<file path="src/rtl/cur_mb_fetch_pkg.sv">
// Shared types and default geometry for the current-macroblock fetch path.
// Holds the FSM state encoding and the packed payload of one output word.
package cur_mb_fetch_pkg;

  localparam int unsigned DEF_FRAME_W = 3840;
  localparam int unsigned DEF_FRAME_H = 2160;
  localparam int unsigned DEF_BLK     = 16;

  localparam int unsigned DATA_W = 32;
  localparam int unsigned ADDR_W = 32;
  localparam int unsigned IDX_W  = 16;

  typedef enum logic [1:0] {
    ST_IDLE  = 2'd0,
    ST_FETCH = 2'd1,
    ST_DRAIN = 2'd2,
    ST_DONE  = 2'd3
  } fetch_state_e;

  // One word of macroblock pixels plus its framing and position tags
  typedef struct packed {
    logic [DATA_W-1:0] data;
    logic              sop;
    logic              eop;
    logic [IDX_W-1:0]  mb_x;
    logic [IDX_W-1:0]  mb_y;
  } mb_word_t;

endpackage

</file>
<file path="src/rtl/cur_mb_fetch_addr_gen.sv">
// Raster-order macroblock address generator: col/row/mb_x/mb_y counters with
// incremental row_base/mb_base tracking, so no multipliers are needed.
module cur_mb_fetch_addr_gen
  import cur_mb_fetch_pkg::*;
#(
  parameter int unsigned       FRAME_W   = DEF_FRAME_W,
  parameter int unsigned       FRAME_H   = DEF_FRAME_H,
  parameter int unsigned       BLK       = DEF_BLK,
  parameter logic [ADDR_W-1:0] BASE_ADDR = '0
) (
  input  logic              clk,
  input  logic              rst_n,
  input  logic              clear_i,
  input  logic              advance_i,
  output logic [ADDR_W-1:0] addr_o,
  output logic [IDX_W-1:0]  mb_x_o,
  output logic [IDX_W-1:0]  mb_y_o,
  output logic              first_word_of_mb_o,
  output logic              last_word_of_mb_o,
  output logic              last_word_of_frame_o
);

  localparam int unsigned       COLS   = BLK / 4;
  localparam int unsigned       MBS_X  = FRAME_W / BLK;
  localparam int unsigned       MBS_Y  = FRAME_H / BLK;
  localparam logic [ADDR_W-1:0] ROW_STEP = ADDR_W'(FRAME_W);
  localparam logic [ADDR_W-1:0] MB_STEP  = ADDR_W'(BLK);

  logic [IDX_W-1:0]  col_q, col_d;
  logic [IDX_W-1:0]  row_q, row_d;
  logic [IDX_W-1:0]  mb_x_q, mb_x_d;
  logic [IDX_W-1:0]  mb_y_q, mb_y_d;
  logic [ADDR_W-1:0] addr_q, addr_d;
  logic [ADDR_W-1:0] row_base_q, row_base_d;
  logic [ADDR_W-1:0] mb_base_q, mb_base_d;

  logic col_last, row_last, mbx_last, mby_last;

  assign col_last = (col_q  == IDX_W'(COLS - 1));
  assign row_last = (row_q  == IDX_W'(BLK - 1));
  assign mbx_last = (mb_x_q == IDX_W'(MBS_X - 1));
  assign mby_last = (mb_y_q == IDX_W'(MBS_Y - 1));

  // Next position; at the end of an MB row the next MB row starts exactly BLK
  // bytes past the last row_base (last row of the rightmost MB).
  always_comb begin
    col_d      = col_q;
    row_d      = row_q;
    mb_x_d     = mb_x_q;
    mb_y_d     = mb_y_q;
    addr_d     = addr_q;
    row_base_d = row_base_q;
    mb_base_d  = mb_base_q;
    if (clear_i) begin
      col_d      = '0;
      row_d      = '0;
      mb_x_d     = '0;
      mb_y_d     = '0;
      addr_d     = BASE_ADDR;
      row_base_d = BASE_ADDR;
      mb_base_d  = BASE_ADDR;
    end else if (advance_i) begin
      if (!col_last) begin
        col_d  = col_q + IDX_W'(1);
        addr_d = addr_q + ADDR_W'(4);
      end else begin
        col_d = '0;
        if (!row_last) begin
          row_d      = row_q + IDX_W'(1);
          row_base_d = row_base_q + ROW_STEP;
          addr_d     = row_base_d;
        end else begin
          row_d = '0;
          if (!mbx_last) begin
            mb_x_d     = mb_x_q + IDX_W'(1);
            mb_base_d  = mb_base_q + MB_STEP;
            row_base_d = mb_base_d;
            addr_d     = mb_base_d;
          end else begin
            mb_x_d = '0;
            if (!mby_last) begin
              mb_y_d     = mb_y_q + IDX_W'(1);
              mb_base_d  = row_base_q + MB_STEP;
              row_base_d = mb_base_d;
              addr_d     = mb_base_d;
            end else begin
              mb_y_d     = '0;
              mb_base_d  = BASE_ADDR;
              row_base_d = BASE_ADDR;
              addr_d     = BASE_ADDR;
            end
          end
        end
      end
    end
  end

  always_ff @(posedge clk or negedge rst_n) begin
    if (!rst_n) begin
      col_q      <= '0;
      row_q      <= '0;
      mb_x_q     <= '0;
      mb_y_q     <= '0;
      addr_q     <= BASE_ADDR;
      row_base_q <= BASE_ADDR;
      mb_base_q  <= BASE_ADDR;
    end else begin
      col_q      <= col_d;
      row_q      <= row_d;
      mb_x_q     <= mb_x_d;
      mb_y_q     <= mb_y_d;
      addr_q     <= addr_d;
      row_base_q <= row_base_d;
      mb_base_q  <= mb_base_d;
    end
  end

  assign addr_o               = addr_q;
  assign mb_x_o               = mb_x_q;
  assign mb_y_o               = mb_y_q;
  assign first_word_of_mb_o   = (col_q == '0) && (row_q == '0);
  assign last_word_of_mb_o    = col_last && row_last;
  assign last_word_of_frame_o = col_last && row_last && mbx_last && mby_last;

endmodule

</file>
<file path="src/rtl/cur_mb_fetch.sv">
// Fetches a whole current frame from cur_mem, MB by MB in raster order, and
// streams it to the ME core as 32-bit words with sop/eop/frame_done framing.
module cur_mb_fetch
  import cur_mb_fetch_pkg::*;
#(
  parameter int unsigned       FRAME_W   = DEF_FRAME_W,
  parameter int unsigned       FRAME_H   = DEF_FRAME_H,
  parameter int unsigned       BLK       = DEF_BLK,
  parameter logic [ADDR_W-1:0] BASE_ADDR = '0
) (
  input  logic              clk,
  input  logic              rst_n,
  input  logic              start,
  output logic              busy,
  output logic              mem_en,
  output logic [ADDR_W-1:0] mem_addr,
  input  logic [DATA_W-1:0] mem_data,
  output logic              out_valid,
  input  logic              out_ready,
  output logic [DATA_W-1:0] out_data,
  output logic              out_sop,
  output logic              out_eop,
  output logic [IDX_W-1:0]  out_mb_x,
  output logic [IDX_W-1:0]  out_mb_y,
  output logic              frame_done
);

  fetch_state_e      state_q;
  mb_word_t          word_q;
  logic              valid_q;
  logic              busy_q;
  logic              done_q;
  logic [ADDR_W-1:0] mem_addr_q;

  logic              load;
  logic              gen_clear;
  logic [ADDR_W-1:0] gen_addr;
  logic [IDX_W-1:0]  gen_mb_x;
  logic [IDX_W-1:0]  gen_mb_y;
  logic              gen_first;
  logic              gen_last_mb;
  logic              gen_last_frame;

  // A word is read only when the output register is free or being emptied
  assign load      = (state_q == ST_FETCH) && (!valid_q || out_ready);
  assign gen_clear = (state_q == ST_IDLE) && start;

  cur_mb_fetch_addr_gen #(
    .FRAME_W   (FRAME_W),
    .FRAME_H   (FRAME_H),
    .BLK       (BLK),
    .BASE_ADDR (BASE_ADDR)
  ) u_addr_gen (
    .clk                  (clk),
    .rst_n                (rst_n),
    .clear_i              (gen_clear),
    .advance_i            (load),
    .addr_o               (gen_addr),
    .mb_x_o               (gen_mb_x),
    .mb_y_o               (gen_mb_y),
    .first_word_of_mb_o   (gen_first),
    .last_word_of_mb_o    (gen_last_mb),
    .last_word_of_frame_o (gen_last_frame)
  );

  always_ff @(posedge clk or negedge rst_n) begin
    if (!rst_n) begin
      state_q    <= ST_IDLE;
      word_q     <= '0;
      valid_q    <= 1'b0;
      busy_q     <= 1'b0;
      done_q     <= 1'b0;
      mem_addr_q <= '0;
    end else begin
      done_q <= 1'b0;
      if (load) begin
        word_q.data <= mem_data;
        word_q.sop  <= gen_first;
        word_q.eop  <= gen_last_mb;
        word_q.mb_x <= gen_mb_x;
        word_q.mb_y <= gen_mb_y;
        valid_q     <= 1'b1;
        mem_addr_q  <= gen_addr;
      end
      case (state_q)
        ST_IDLE: begin
          if (start) begin
            state_q <= ST_FETCH;
            busy_q  <= 1'b1;
          end
        end
        ST_FETCH: begin
          if (load && gen_last_frame) begin
            state_q <= ST_DRAIN;
          end
        end
        ST_DRAIN: begin
          if (out_ready) begin
            valid_q    <= 1'b0;
            word_q.sop <= 1'b0;
            word_q.eop <= 1'b0;
            busy_q     <= 1'b0;
            done_q     <= 1'b1;
            state_q    <= ST_DONE;
          end
        end
        ST_DONE: begin
          state_q <= ST_IDLE;
        end
        default: begin
          state_q <= ST_IDLE;
        end
      endcase
    end
  end

  // Address is presented live on a read and held from the last read otherwise
  assign mem_en     = load;
  assign mem_addr   = load ? gen_addr : mem_addr_q;
  assign busy       = busy_q;
  assign out_valid  = valid_q;
  assign out_data   = word_q.data;
  assign out_sop    = word_q.sop;
  assign out_eop    = word_q.eop;
  assign out_mb_x   = word_q.mb_x;
  assign out_mb_y   = word_q.mb_y;
  assign frame_done = done_q;

endmodule
</file>
<file path="config.mk">
export PLATFORM = sky130hd
export DESIGN_NAME = cur_mb_fetch
export DESIGN_NICKNAME = d
export VERILOG_FILES = /design/src/rtl/cur_mb_fetch_pkg.sv /design/src/rtl/cur_mb_fetch_addr_gen.sv /design/src/rtl/cur_mb_fetch.sv
export SDC_FILE = /design/constraint.sdc
export NUM_CORES = 1
export LEC_CHECK = 0
export CAP_MARGIN = 0
export CORE_MARGIN = 4
export CORE_UTILIZATION = 53
export DETAILED_ROUTE_END_ITERATION = 6
export HOLD_SLACK_MARGIN = 0.05
export PLACE_DENSITY = 0.83
export SYNTH_ARGS = -nofsm -noshare
export SYNTH_HDL_FRONTEND = slang
export SYNTH_SLANG_ARGS = --single-unit
</file>
<file path="constraint.sdc">
create_clock -name clk -period 2.4 [get_ports clk]
set_input_delay 0.36 -clock clk [delete_from_list [all_inputs] [get_ports clk]]
set_output_delay 0.36 -clock clk [all_outputs]
set_load 0.03 [all_outputs]
</file>
==> results of run 1 <==
[power by group]
| group | switching (W) | internal [W] | leakage, nW | total, W |
|---|---|---|---|---|
| combinational | 0.00194 | 0.00133 | 5.04 | 0.00327 |
| sequential | 0.000326 | 0.00479 | 3.51 | 0.00512 |
| clock | 0.00196 | 0.00297 | 0.526 | 0.00493 |
| total | 0.00423 | 0.00910 | 9.07 | 0.0133 |
[per-layer routing]
layer,vias to the layer above,share of wire [%],global-route usage (%)
li1,6813,-,-
met1,7371,39,45.2
met2,930,47,57.0
met3,217,9.5,6.63
met4,0,4.8,13.5
met5,-,0,0
[layout make-up]
type / instances / area (µm²)
clock buffers: 38 / 821
clock inverters: 17 / 249
fillers: 1850 / 7050
inverters: 26 / 110
multi-input cells: 1319 / 7740
flip-flops and latches: 263 / 6590
well taps: 341 / 427
repair buffers: 441 / 3970
[cell usage after synthesis, drive strengths merged, types with 5 or more instances]
| cell type | count |
|---|---|
| a211oi | 16 |
| and3 | 20 |
| buf | 25 |
| nand2b | 6 |
| dfrtp | 263 |
| nand3 | 71 |
| clkbuf | 72 |
| inv | 26 |
| o32ai | 5 |
| a31oi | 13 |
| a2111oi | 8 |
| o21ai | 126 |
| xnor2 | 47 |
| nor2 | 88 |
| or4 | 17 |
| nor3 | 53 |
| or3 | 21 |
| o211ai | 11 |
| nor3b | 9 |
| and2 | 13 |
| a21o | 13 |
| and4 | 23 |
| nand2 | 440 |
| ha | 16 |
| o31ai | 17 |
| a21oi | 71 |
| a22oi | 8 |
| nor4 | 29 |
| nand4 | 61 |
| xor2 | 42 |
| a22o | 7 |
| o21a | 5 |
[sequential cells by signal (all words and copies together), names as in the netlist]
register,cells
mem_addr_q,32
out_data,32
u_addr_gen.addr_o,32
u_addr_gen.mb_base_q,32
u_addr_gen.row_base_q,32
out_mb_x,16
out_mb_y,16
u_addr_gen.col_q,16
u_addr_gen.mb_x_o,16
u_addr_gen.mb_y_o,16
u_addr_gen.row_q,16
state_q,2
busy,1
frame_done,1
out_eop,1
out_sop,1
out_valid,1
[stage by stage]
stage,instance area (µm²),setup TNS (ns)
2_1_floorplan,14500,0
3_3_place_gp,18200,-0.739
3_5_place_dp,18200,-4.45
4_1_cts,19500,0
5_1_grt,19900,-0.536
6_report,19900,-0.177
[how the worst min path moves through the flow]
| stage | to | depth (start not counted) |
|---|---|---|
| 6_report | out_mb_y[5] | 2 |
| 5_1_grt | out_mb_y[4] | 2 |
| 2_1_floorplan | busy | 0 |
| 3_3_place_gp | out_mb_y[4] | 1 |
| 4_1_cts | out_mb_y[5] | 2 |
| 3_5_place_dp | out_mb_y[5] | 1 |
[critical path, stage by stage, from the launching register on]
cell and delay, ns:
dfrtp_1 0.36, inv_1 0.08, ha_1 0.21, and4b_1 0.21
and4_4 0.17, buf_12 0.15, a2111oi_0 0.62, a21oi_1 0.24
buf_4 0.20, o21ai_0 0.14
[repair_timing]
action / 4_1_cts / 5_1_grt
gates cloned: 4 / 2
setup endpoints to repair: 40 / 122
resized for setup: 19 / 71
hold buffers: 1 / 0
pin swaps: 1 / 24
endpoints found under the hold margin: 124 / 0
setup buffers: 4 / 13
[logic make-up (layout without fill, tap and decap cells)]
logic type | after synthesis | in the layout
AO/OA/AOI/OAI | 344 | 345
multiplexers | 5 | 5
adder cells (fa/ha/maj) | 16 | 16
XOR/XNOR | 89 | 89
buffers and inverters | 123 | 522
flip-flops | 263 | 263
AND/OR/NAND/NOR | 864 | 864
==> impl_metrics.py, run 1 <==
metrics = {
    "cells_and_area": {
        "layout_commonest_cell": "nand2_1",
        "utilization_pct": 73.9,
        "syn_to_final_growth_pct": 37.2,
        "final_nets": 2133,
        "fin_cells": 2445,
        "drive_gt1_share_pct": 22.1,
        "diodes": 0,
        "layout_common_cells": "nand2_1, buf_4, dfrtp_1, o21ai_0, clkdlybuf4s50_1",
    },
    "placement": {
        "io_buffers": 137,
        "gp_congestion": 1.00,
        "hpwl_mm": 37.9,
        "place_worst_setup_slack_ns": -0.245,
        "dp_cells": 2366,
    },
    "synthesis": {
        "yosysSeqAreaShare_pct": 45.4,
        "syn_area_um2": 14500,
        "synthXorXnorAreaFrac_pct": 5.37,
        "synthArstFlopShare_pct": 100,
        "ys_types": 76,
        "postSynthCellCount": 1704,
        "synth-seq-cells": 263,
        "synth.top_cell.area_share_pct": 45.4,
        "synth_nets": 1756,
        "synth_top_area_cell": "dfrtp_1",
        "synthMuxAreaShare_pct": 0.354,
        "ys.flop_type": "dfrtp_1",
        "synth_top_family_by_area": "simple AND/OR/NAND/NOR gates",
        "synthAdderAreaFrac_pct": 1.38,
        "synth_area_leaders": "dfrtp_1, nand2_1, o21ai_0",
        "synth_area_per_cell_um2": 8.51,
        "synth-simple-area-share_pct": 29.0,
        "synth_edf_count": 0,
        "yosys_warnings": 0,
        "synth_compound_area_share_pct": 15.2,
    },
    "sta": {
        "relSlewSlack_pct": 47.3,
        "setup_viol": 5,
        "drv_slew": 0,
        "min_period_over_period_pct": 104,
        "worst_slack_ns": -0.0937,
        "final-hold-violation-count": 0,
        "finalCriticalPeriod_ns": 2.49,
        "whs_ns": 0.254,
        "fin_skew_ns": 0.0254,
        "rsz0062_at_grt": "yes",
        "worst_pin_slew_ns": 0.771,
        "fmax_mhz": 401,
    },
    "worst_setup_path": {
        "crit_fanout": 10,
        "path_class": "flip-flop to flip-flop",
        "rr_worst_depth": 9,
        "crit_required_ns": 2.88,
        "cp_data_arrival_time_ns": 2.97,
        "critical_path.startpoint": "u_addr_gen.mb_y_o[0]",
        "critPathCaptureType": "flip-flop",
        "r2r-end": "u_addr_gen.mb_base_q[9]",
        "reg2reg_slack_ns": -0.09,
        "cp-endpoint": "u_addr_gen.mb_base_q[9]",
        "r2r-start": "u_addr_gen.mb_y_o[0]",
        "cp-start-kind": "flip-flop",
    },
    "floorplan": {
        "die_area_um2": 30100,
        "initial_core_util_pct": 53.8,
        "die_y_um": 173,
        "ioPinCount": 138,
        "num_rows": 60,
        "coreArea_um2": 27000,
        "die_w_um": 173,
    },
    "pwr": {
        "p_total_w": 0.0133,
        "powerDensity_nw_per_um2": 669,
        "peakVddDrop_mv": 0.574,
        "total_leakage_power_nw": 9.07,
    },
    "hold_path": {
        "hold_path.class": "input port to async pin",
    },
    "global_routing": {
        "grt_pass1_wl_mm": 84.2,
        "grt_start_max_net_pins": 63,
        "antenna_found_initial": 1,
        "first_global_vias": 15300,
        "overflow": 0,
        "track_usage_pct": 34.5,
    },
    "routing": {
        "viasPerCell": 6.27,
        "drt-wirelength-per-cell_um": 22.2,
        "drtIter0Drc": 2076,
        "drtPass1Iterations": 6,
        "drt_wl_total_mm": 54.4,
        "drcViolationCount": 0,
        "ant_nets": 0,
        "num_vias": 15300,
    },
    "clock_tree": {
        "numCtsBuffers": 30,
        "clk_latency_ns": 0.59,
        "htreeDepth": 1,
        "cts_tree": "done",
        "ctsRootBufferMaster": "clkbuf_16",
        "cts_sinks": 263,
        "clk_pin_slew_worst_paths_ns": 0.06,
        "clock_path_buffers": 3,
    },
    "outcome": {
        "violations": "negative setup slack",
        "status": "finished, violations left",
    },
    "job": {
        "maxCapViolations": 0,
    },
}
Power figures use the tool's default switching activity.
==> run 2: changes to the inputs <==
CORE_MARGIN = default   (was 4)
SKIP_CTS_REPAIR_TIMING = 1   (was default)
==> impl_metrics.py, run 2 (same netlist as run 1, synthesis figures left out) <==
metrics = {
    "sta": {
        "setup_viol": 14,
        "fin_skew_ns": 0.0137,
        "relSlewSlack_pct": 58.3,
        "final-hold-violation-count": 0,
        "whs_ns": 0.324,
        "drv_slew": 0,
        "worst_pin_slew_ns": 0.610,
        "fmax_mhz": 408,
        "min_period_over_period_pct": 102,
        "rsz0062_at_grt": "yes",
        "finalCriticalPeriod_ns": 2.45,
        "worst_slack_ns": -0.0510,
    },
    "routing": {
        "drt_wl_total_mm": 54.0,
        "ant_nets": 0,
        "drt-wirelength-per-cell_um": 22.0,
        "drtIter0Drc": 2091,
        "drcViolationCount": 0,
        "num_vias": 15600,
        "drtPass1Iterations": 6,
        "viasPerCell": 6.35,
    },
    "worst_setup_path": {
        "crit_required_ns": 2.84,
        "cp-start-kind": "flip-flop",
        "critPathCaptureType": "flip-flop",
        "cp_data_arrival_time_ns": 2.89,
        "path_class": "flip-flop to flip-flop",
        "crit_fanout": 5,
    },
    "cells_and_area": {
        "syn_to_final_growth_pct": 37.0,
        "design_area_um2": 19900,
        "ff_latch_area_um2": 6580,
        "fin_cells": 2450,
        "layout_commonest_cell": "nand2_1",
        "fillCellCount": 1845,
        "multi_input_area_um2": 7770,
        "final_nets": 2140,
        "drive_gt1_share_pct": 22.8,
        "layout_common_cells": "nand2_1, buf_4, dfrtp_1, o21ai_0, clkdlybuf4s50_1",
        "diodes": 0,
    },
    "floorplan": {
        "initial_core_util_pct": 54.0,
        "die_y_um": 167,
        "die_area_um2": 28000,
        "ioPinCount": 138,
        "die_w_um": 167,
        "num_rows": 60,
        "coreArea_um2": 26900,
    },
    "hold_path": {
        "hold_path.class": "input port to flip-flop",
    },
    "pwr": {
        "total_leakage_power_nw": 9.06,
        "powerDensity_nw_per_um2": 655,
        "peakVddDrop_mv": 0.509,
    },
    "placement": {
        "place_worst_setup_slack_ns": -0.172,
        "dpl_cell_area_um2": 18200,
        "gp_congestion": 1.04,
        "hpwl_mm": 38.0,
        "dp_cells": 2370,
        "io_buffers": 137,
    },
    "clock_tree": {
        "htreeDepth": 1,
        "numCtsBuffers": 29,
        "clk_latency_ns": 0.56,
        "cts_tree": "done",
        "cts_sinks": 263,
        "clock_path_buffers": 3,
        "ctsRootBufferMaster": "clkbuf_16",
        "clk_pin_slew_worst_paths_ns": 0.06,
    },
    "global_routing": {
        "track_usage_pct": 36.8,
        "antenna_found_initial": 0,
        "first_global_vias": 15100,
        "grt_pass1_wl_mm": 81.1,
        "grt_start_max_net_pins": 64,
        "overflow": 0,
    },
    "outcome": {
        "violations": "negative setup slack",
        "status": "finished, violations left",
    },
    "job": {
        "maxCapViolations": 0,
    },
}
-- run 2: per-layer routing --
| layer | GRT usage [%] | part of all wire, % |
|---|---|---|
| met4 | 15.1 | 5.0 |
| met2 | 61.3 | 47 |
| met3 | 6.62 | 10 |
| met1 | 47.3 | 38 |
| met5 | 0 | 0 |
-- run 2: power breakdown --
part	internal [W]	leakage, nW	switching, W
Combinational	0.00139	5.06	0.00196
Clock	0.00269	0.481	0.00188
Sequential	0.00479	3.51	0.000312
-- run 2: area by class of cell --
cell class              count  area share [%]
clock inverters            12           0.611
well taps                 341            2.15
clock buffers              40            4.31
repair buffers            450            20.2
flip-flops and latches    263            33.1
multi-input cells        1318            39.1
inverters                  26           0.504
-- run 2: path summary, 6_finish.rpt --
check	startpoint	endpoint	slack, ns	cells past startpoint
worst max-delay path	u_addr_gen.row_base_q[5]	u_addr_gen.addr_o[31]	-0.05	9
worst min-delay path	mem_data[28]	out_data[28]	0.32	3
worst max register to register	u_addr_gen.row_base_q[5]	u_addr_gen.addr_o[31]	-0.05	9
worst min register to register	mem_addr_q[15]	mem_addr_q[15]	0.47	2
max in group asynchronous	rst_n	out_data[7]	1.29	3
min in group asynchronous	rst_n	out_mb_y[11]	0.35	2
-- run 2: critical path: stages, from the launching register on --
cell       delay [ns]
dfrtp_1          0.38
buf_6            0.12
nand4_1          0.18
or3_4            0.49
buf_6            0.14
nor4_4           0.13
buf_4            0.17
mux2i_4          0.25
a2111oi_4        0.11
or3b_1           0.36
-- run 2: through the flow --
| step | TNS, ns | util [%] | power (W) |
|---|---|---|---|
| 3_3_place_gp | -1.74 | 67.6 | 0.00812 |
| 3_5_place_dp | -3.80 | 67.6 | 0.00821 |
| 6_report | -0.310 | 73.9 | 0.0130 |
| 2_1_floorplan | 0 | - | 0.00671 |
| 4_1_cts | -13.02 | 71.2 | 0.0128 |
| 5_1_grt | -2.40 | 73.9 | 0.0134 |
